===== src/rtl/mips_shift_issue.sv =====
// MIPS32 shift issue/execute: decode -> stage-1 reg -> barrel shifter -> stage-2 reg; 2-cycle latency.
// Full throughput; stalls ripple back through in_ready (combinational on out_ready), no bubbles or loss.

module mips32_shift (
  input  logic [1:0]  shift_op,
  input  logic [4:0]  shift_amount,
  input  logic [31:0] shift_in,
  output logic [31:0] shift_out
);

  logic [63:0] rot_dbl;

  always_comb begin
    rot_dbl   = {shift_in, shift_in} >> shift_amount;
    shift_out = '0;
    case (shift_op)
      2'b00:   shift_out = shift_in << shift_amount;
      2'b01:   shift_out = shift_in >> shift_amount;
      2'b10:   shift_out = $unsigned($signed(shift_in) >>> shift_amount);
      default: shift_out = rot_dbl[31:0];
    endcase
  end

endmodule

module mips_shift_issue #(
  parameter int CNT_W = 16
) (
  input  logic             clk,
  input  logic             rst_n,
  input  logic             flush,
  input  logic             in_valid,
  output logic             in_ready,
  input  logic [31:0]      in_instr,
  input  logic [31:0]      in_rs,
  input  logic [31:0]      in_rt,
  output logic             out_valid,
  input  logic             out_ready,
  output logic [31:0]      out_data,
  output logic [4:0]       out_rd,
  output logic             out_illegal,
  output logic [CNT_W-1:0] retired
);

  logic [1:0]       dec_op;
  logic [4:0]       dec_amt;
  logic             dec_ill;

  logic             s1_valid_q, s1_valid_d;
  logic [1:0]       s1_op_q;
  logic [4:0]       s1_amt_q;
  logic [31:0]      s1_rt_q;
  logic [4:0]       s1_rd_q;
  logic             s1_ill_q;

  logic             out_valid_q, out_valid_d;
  logic [31:0]      out_data_q, out_data_d;
  logic [4:0]       out_rd_q;
  logic             out_ill_q;
  logic [CNT_W-1:0] retired_q, retired_d;

  logic             s1_adv, s2_adv;
  logic [31:0]      shift_res;

  // Only SPECIAL-opcode shift functs are legal; rs[5+] never influences the amount.
  always_comb begin
    dec_op  = 2'b00;
    dec_amt = in_instr[10:6];
    dec_ill = 1'b1;
    if (in_instr[31:26] == 6'd0) begin
      case (in_instr[5:0])
        6'b000000: begin dec_op = 2'b00; dec_ill = 1'b0; end
        6'b000010: begin dec_op = in_instr[21] ? 2'b11 : 2'b01; dec_ill = 1'b0; end
        6'b000011: begin dec_op = 2'b10; dec_ill = 1'b0; end
        6'b000100: begin dec_op = 2'b00; dec_amt = in_rs[4:0]; dec_ill = 1'b0; end
        6'b000110: begin dec_op = in_instr[6] ? 2'b11 : 2'b01; dec_amt = in_rs[4:0]; dec_ill = 1'b0; end
        6'b000111: begin dec_op = 2'b10; dec_amt = in_rs[4:0]; dec_ill = 1'b0; end
        default:   dec_ill = 1'b1;
      endcase
    end
  end

  assign s2_adv   = !out_valid_q || out_ready;
  assign s1_adv   = !s1_valid_q || s2_adv;
  assign in_ready = s1_adv;

  mips32_shift u_shift (
    .shift_op     (s1_op_q),
    .shift_amount (s1_amt_q),
    .shift_in     (s1_rt_q),
    .shift_out    (shift_res)
  );

  always_comb begin
    s1_valid_d  = s1_adv ? in_valid : s1_valid_q;
    out_valid_d = s2_adv ? s1_valid_q : out_valid_q;
    if (flush) begin
      s1_valid_d  = 1'b0;
      out_valid_d = 1'b0;
    end
    out_data_d = s1_ill_q ? 32'd0 : shift_res;
    retired_d  = retired_q + CNT_W'(out_valid_q && out_ready);
  end

  always_ff @(posedge clk or negedge rst_n) begin
    if (!rst_n) begin
      s1_valid_q <= 1'b0;
      s1_op_q    <= '0;
      s1_amt_q   <= '0;
      s1_rt_q    <= '0;
      s1_rd_q    <= '0;
      s1_ill_q   <= 1'b0;
    end else begin
      s1_valid_q <= s1_valid_d;
      if (s1_adv && in_valid) begin
        s1_op_q  <= dec_op;
        s1_amt_q <= dec_amt;
        s1_rt_q  <= in_rt;
        s1_rd_q  <= in_instr[15:11];
        s1_ill_q <= dec_ill;
      end
    end
  end

  always_ff @(posedge clk or negedge rst_n) begin
    if (!rst_n) begin
      out_valid_q <= 1'b0;
      out_data_q  <= '0;
      out_rd_q    <= '0;
      out_ill_q   <= 1'b0;
      retired_q   <= '0;
    end else begin
      out_valid_q <= out_valid_d;
      retired_q   <= retired_d;
      // Payload only moves with a valid stage-1 entry, so a stalled result stays put.
      if (s2_adv && s1_valid_q) begin
        out_data_q <= out_data_d;
        out_rd_q   <= s1_rd_q;
        out_ill_q  <= s1_ill_q;
      end
    end
  end

  assign out_valid   = out_valid_q;
  assign out_data    = out_data_q;
  assign out_rd      = out_rd_q;
  assign out_illegal = out_ill_q;
  assign retired     = retired_q;

endmodule


===== config.mk =====
export PLATFORM = sky130hd
export DESIGN_NAME = mips_shift_issue
export DESIGN_NICKNAME = d
export VERILOG_FILES = /design/src/rtl/mips_shift_issue.sv
export SDC_FILE = /design/constraint.sdc
export NUM_CORES = 1
export LEC_CHECK = 0
export CAP_MARGIN = 5
export CORE_MARGIN = 4
export CORE_UTILIZATION = 55
export DETAILED_ROUTE_END_ITERATION = 8
export PLACE_DENSITY = 0.82
export SYNTH_ARGS = -nofsm -noshare
export SYNTH_HDL_FRONTEND = slang
export SYNTH_SLANG_ARGS = --single-unit

===== constraint.sdc =====
create_clock -name clk -period 2.7 [get_ports clk]
set_clock_uncertainty 0.1 [all_clocks]
set_input_delay 0.675 -clock clk [delete_from_list [all_inputs] [get_ports clk]]
set_output_delay 0.675 -clock clk [all_outputs]
set_load 0.01 [all_outputs]

==> results.yml <==
synthesis:
  synthDistinctLibCells: 85
  synth_flop_cell: "dfrtp_1"
  syn_avg_cell_area_um2: 9.318
  synth_cells: 1019
  synthArstFlopShare_pct: 100.0
  synth_area_leaders: "dfrtp_1 (27%), mux2_2 (11%), mux2i_1 (7.6%)"
  syn_area_mm2: 0.009495
  yosysSeqAreaShare_pct: 26.62
  ys_ff_latch: 101
  synth.largest_area_cell: "dfrtp_1"
  netlist_top_cells_count: "nand2_1 (112), dfrtp_1 (101), mux2_2 (92)"
  synth_most_common_cell: "nand2_1"
  yosysTopAreaCellShare_pct: 26.62
  yosysWarnings: 0
  synth_nets: 1122
  synth_edf_count: 0
clocking:
  numCtsBuffers: 9
  htreeDepth: 3
  clk_path_buf_depth: 2
  path_clk_slew_ps: 80
  clk_root_buffer_cell: "clkbuf_16"
  clock_sinks: 101
  tritoncts: "built"
  hold_buffers: 0
  clock_latency_ps: 370
sta:
  holdWs_ps: 180.1
  fin_crit_sh_pct: 99.46
  maxSlewViolCount: 0
  worstMarginPinSlew_ps: 860.5
  relSlewSlack_pct: 42.12
  fin_crit_ps: 2685
  hold_viol: 0
  rsz0062_at_grt: "true"
  fmax_mhz: 372.4
  finalSetupViolCount: 0
die:
  dieHeight_um: 139.4
  rows: 47
  core_mm2: 0.01676
  num_io_pins: 157
  die-area_mm2: 0.01943
  die_w_um: 139.4
  initial_core_util_pct: 56.66
place:
  port_buffers: 120
  placed_cells: 1465
  place_area_mm2: 0.01212
  finalWeightedCongestion: 1.124
  hpwl_um: 33450
global_route:
  grt_max_degree: 63
  grt_pass1_wl_um: 65040
  grt_pass1_vias: 10350
  grt_usage_pct: 43.48
  grt_antenna_before_repair: 1
  overflow: 0
pwr:
  power.leakage_uw: 0.005223
  peakVddDrop_mv: 0.4057
  total_power_uw: 6948
  cellPowerDensity_mw_per_mm2: 555.3
job:
  drv_cap: 0
critical_path:
  reg2reg_slack_ps: 10
  critPathLaunch: "s1_amt_q[0]"
  worst_r2r_path_depth: 9
  cp_data_required_time_ps: 2870
  r2r-start: "s1_amt_q[0]"
  worstSetupEndpoint: "out_data[14]"
  crit_type: "flip-flop to flip-flop"
  critPathMaxFanout: 14
  arrival_ps: 2850
  r2r-end: "out_data[14]"
  startpoint_type: "flip-flop"
  endpoint_kind: "flip-flop"
final_layout:
  nFillCells: 1246
  syn2layout_area_growth_pct: 31.76
  final_core_util_pct: 74.65
  fin_cells: 1483
  ff_latch_area_mm2: 0.002537
  design_area_mm2: 0.01251
  nNetsFinal: 1361
  n_antenna_cell: 0
  drive_gt1_share_pct: 31.04
  multi_input_area_mm2: 0.006505
drt:
  dr.first_iter.drc_count: 1919
  ant_nets: 0
  wl_um: 43080
  dr_total_vias: 10710
  drc_errors: 0
  wl_per_cell_um: 29.05
  viasPerCell: 7.220
  dr.pass1.iters: 8
status:
  status: "complete, no violations"
worst_hold_path:
  min_path_type: "primary input to async pin"
[through the flow]
step	setup slack, ps	setup TNS [ps]
6_report	14.55	0
2_1_floorplan	411.8	0
3_3_place_gp	-16.40	-16.40
3_5_place_dp	-79.25	-172.7
4_1_cts	16.95	0
5_1_grt	-26.94	-26.94
[kinds of logic after synthesis]
family,Yosys count,share of synthesized area (%)
simple gates,302,14.71
buf+inv,102,5.561
xor+xnor,14,1.291
fa+ha+maj,2,0.2635
compound gates,283,21.57
mux,215,29.99
flops,101,26.62
[area by class of cell]
cell class                      count  area share (%)
Clock buffer                        9           1.800
Sequential cell                   101           20.28
Multi-Input combinational cell    816           52.00
Inverter                           11          0.3300
Tap cell                          220           2.200
Timing Repair Buffer              319           22.77
Clock inverter                      7          0.6201
[worst min-delay path by stage]
stage | start | slack [ps] | cells after the start | endpoint
finish | rst_n | 180 | 1 | retired[7]
global route | rst_n | 240 | 1 | retired[9]
CTS | rst_n | 200 | 1 | retired[6]
detailed placement | retired[15] | 370 | 1 | retired[15]
global placement | retired[15] | 360 | 1 | retired[15]
floorplan | rst_n | 280 | 0 | out_data[0]
[placed cells by master, fill, tap and decap left out, types with 10 or more instances in the layout]
master,instances
nand2_1,111
o221ai_1,11
clkdlybuf4s50_1,118
and3_1,11
nand2b_1,13
nor2_1,66
inv_1,11
a31oi_1,18
mux2i_1,65
a22o_1,11
o21ai_0,44
and2_1,10
a21oi_1,41
mux2_2,91
buf_12,12
a22oi_1,12
nor3_1,19
nor2b_1,11
o22ai_1,20
buf_4,187
nand3_1,30
dfrtp_1,97
xnor2_1,12
o211ai_1,12
mux4_2,33
[flip-flops by register name, indices dropped and copies added, names as in the netlist]
name,cells
s1_rt_q,32
out_illegal,1
s1_valid_q,1
s1_op_q,2
out_rd,5
out_valid,1
retired,16
s1_rd_q,5
out_data,32
s1_ill_q,1
s1_amt_q,5
[worst max-delay path, cell delays in order, from the launching register on]
cell,delay [ps]
dfrtp_4,480
buf_12,170
buf_4,170
mux4_2,530
nand2_1,90
o221ai_1,210
mux2i_2,340
a221oi_2,150
buf_4,160
a22o_1,180
[metal layers]
metal	GRT usage (%)	routed length [um]
met1	56.09	15690
met3	13.86	5891
met5	0	13
met2	66.01	18460
met4	21.83	3028
[report_power, final]
group          internal [uW]  leakage (uW)  total [uW]  switching (uW)
clock network            659      0.000149        1380             726
registers               1680       0.00128        1960             277
logic                   1690       0.00380        3600            1920
[what timing repair did]
action | CTS | global route
buffers inserted | 1 | 1
resized for setup | 1 | 21
cloned | 0 | 0
endpoints found under the setup margin | 1 | 14
pin swaps | 0 | 1
Note: power is estimated with default switching activity, not from simulation.
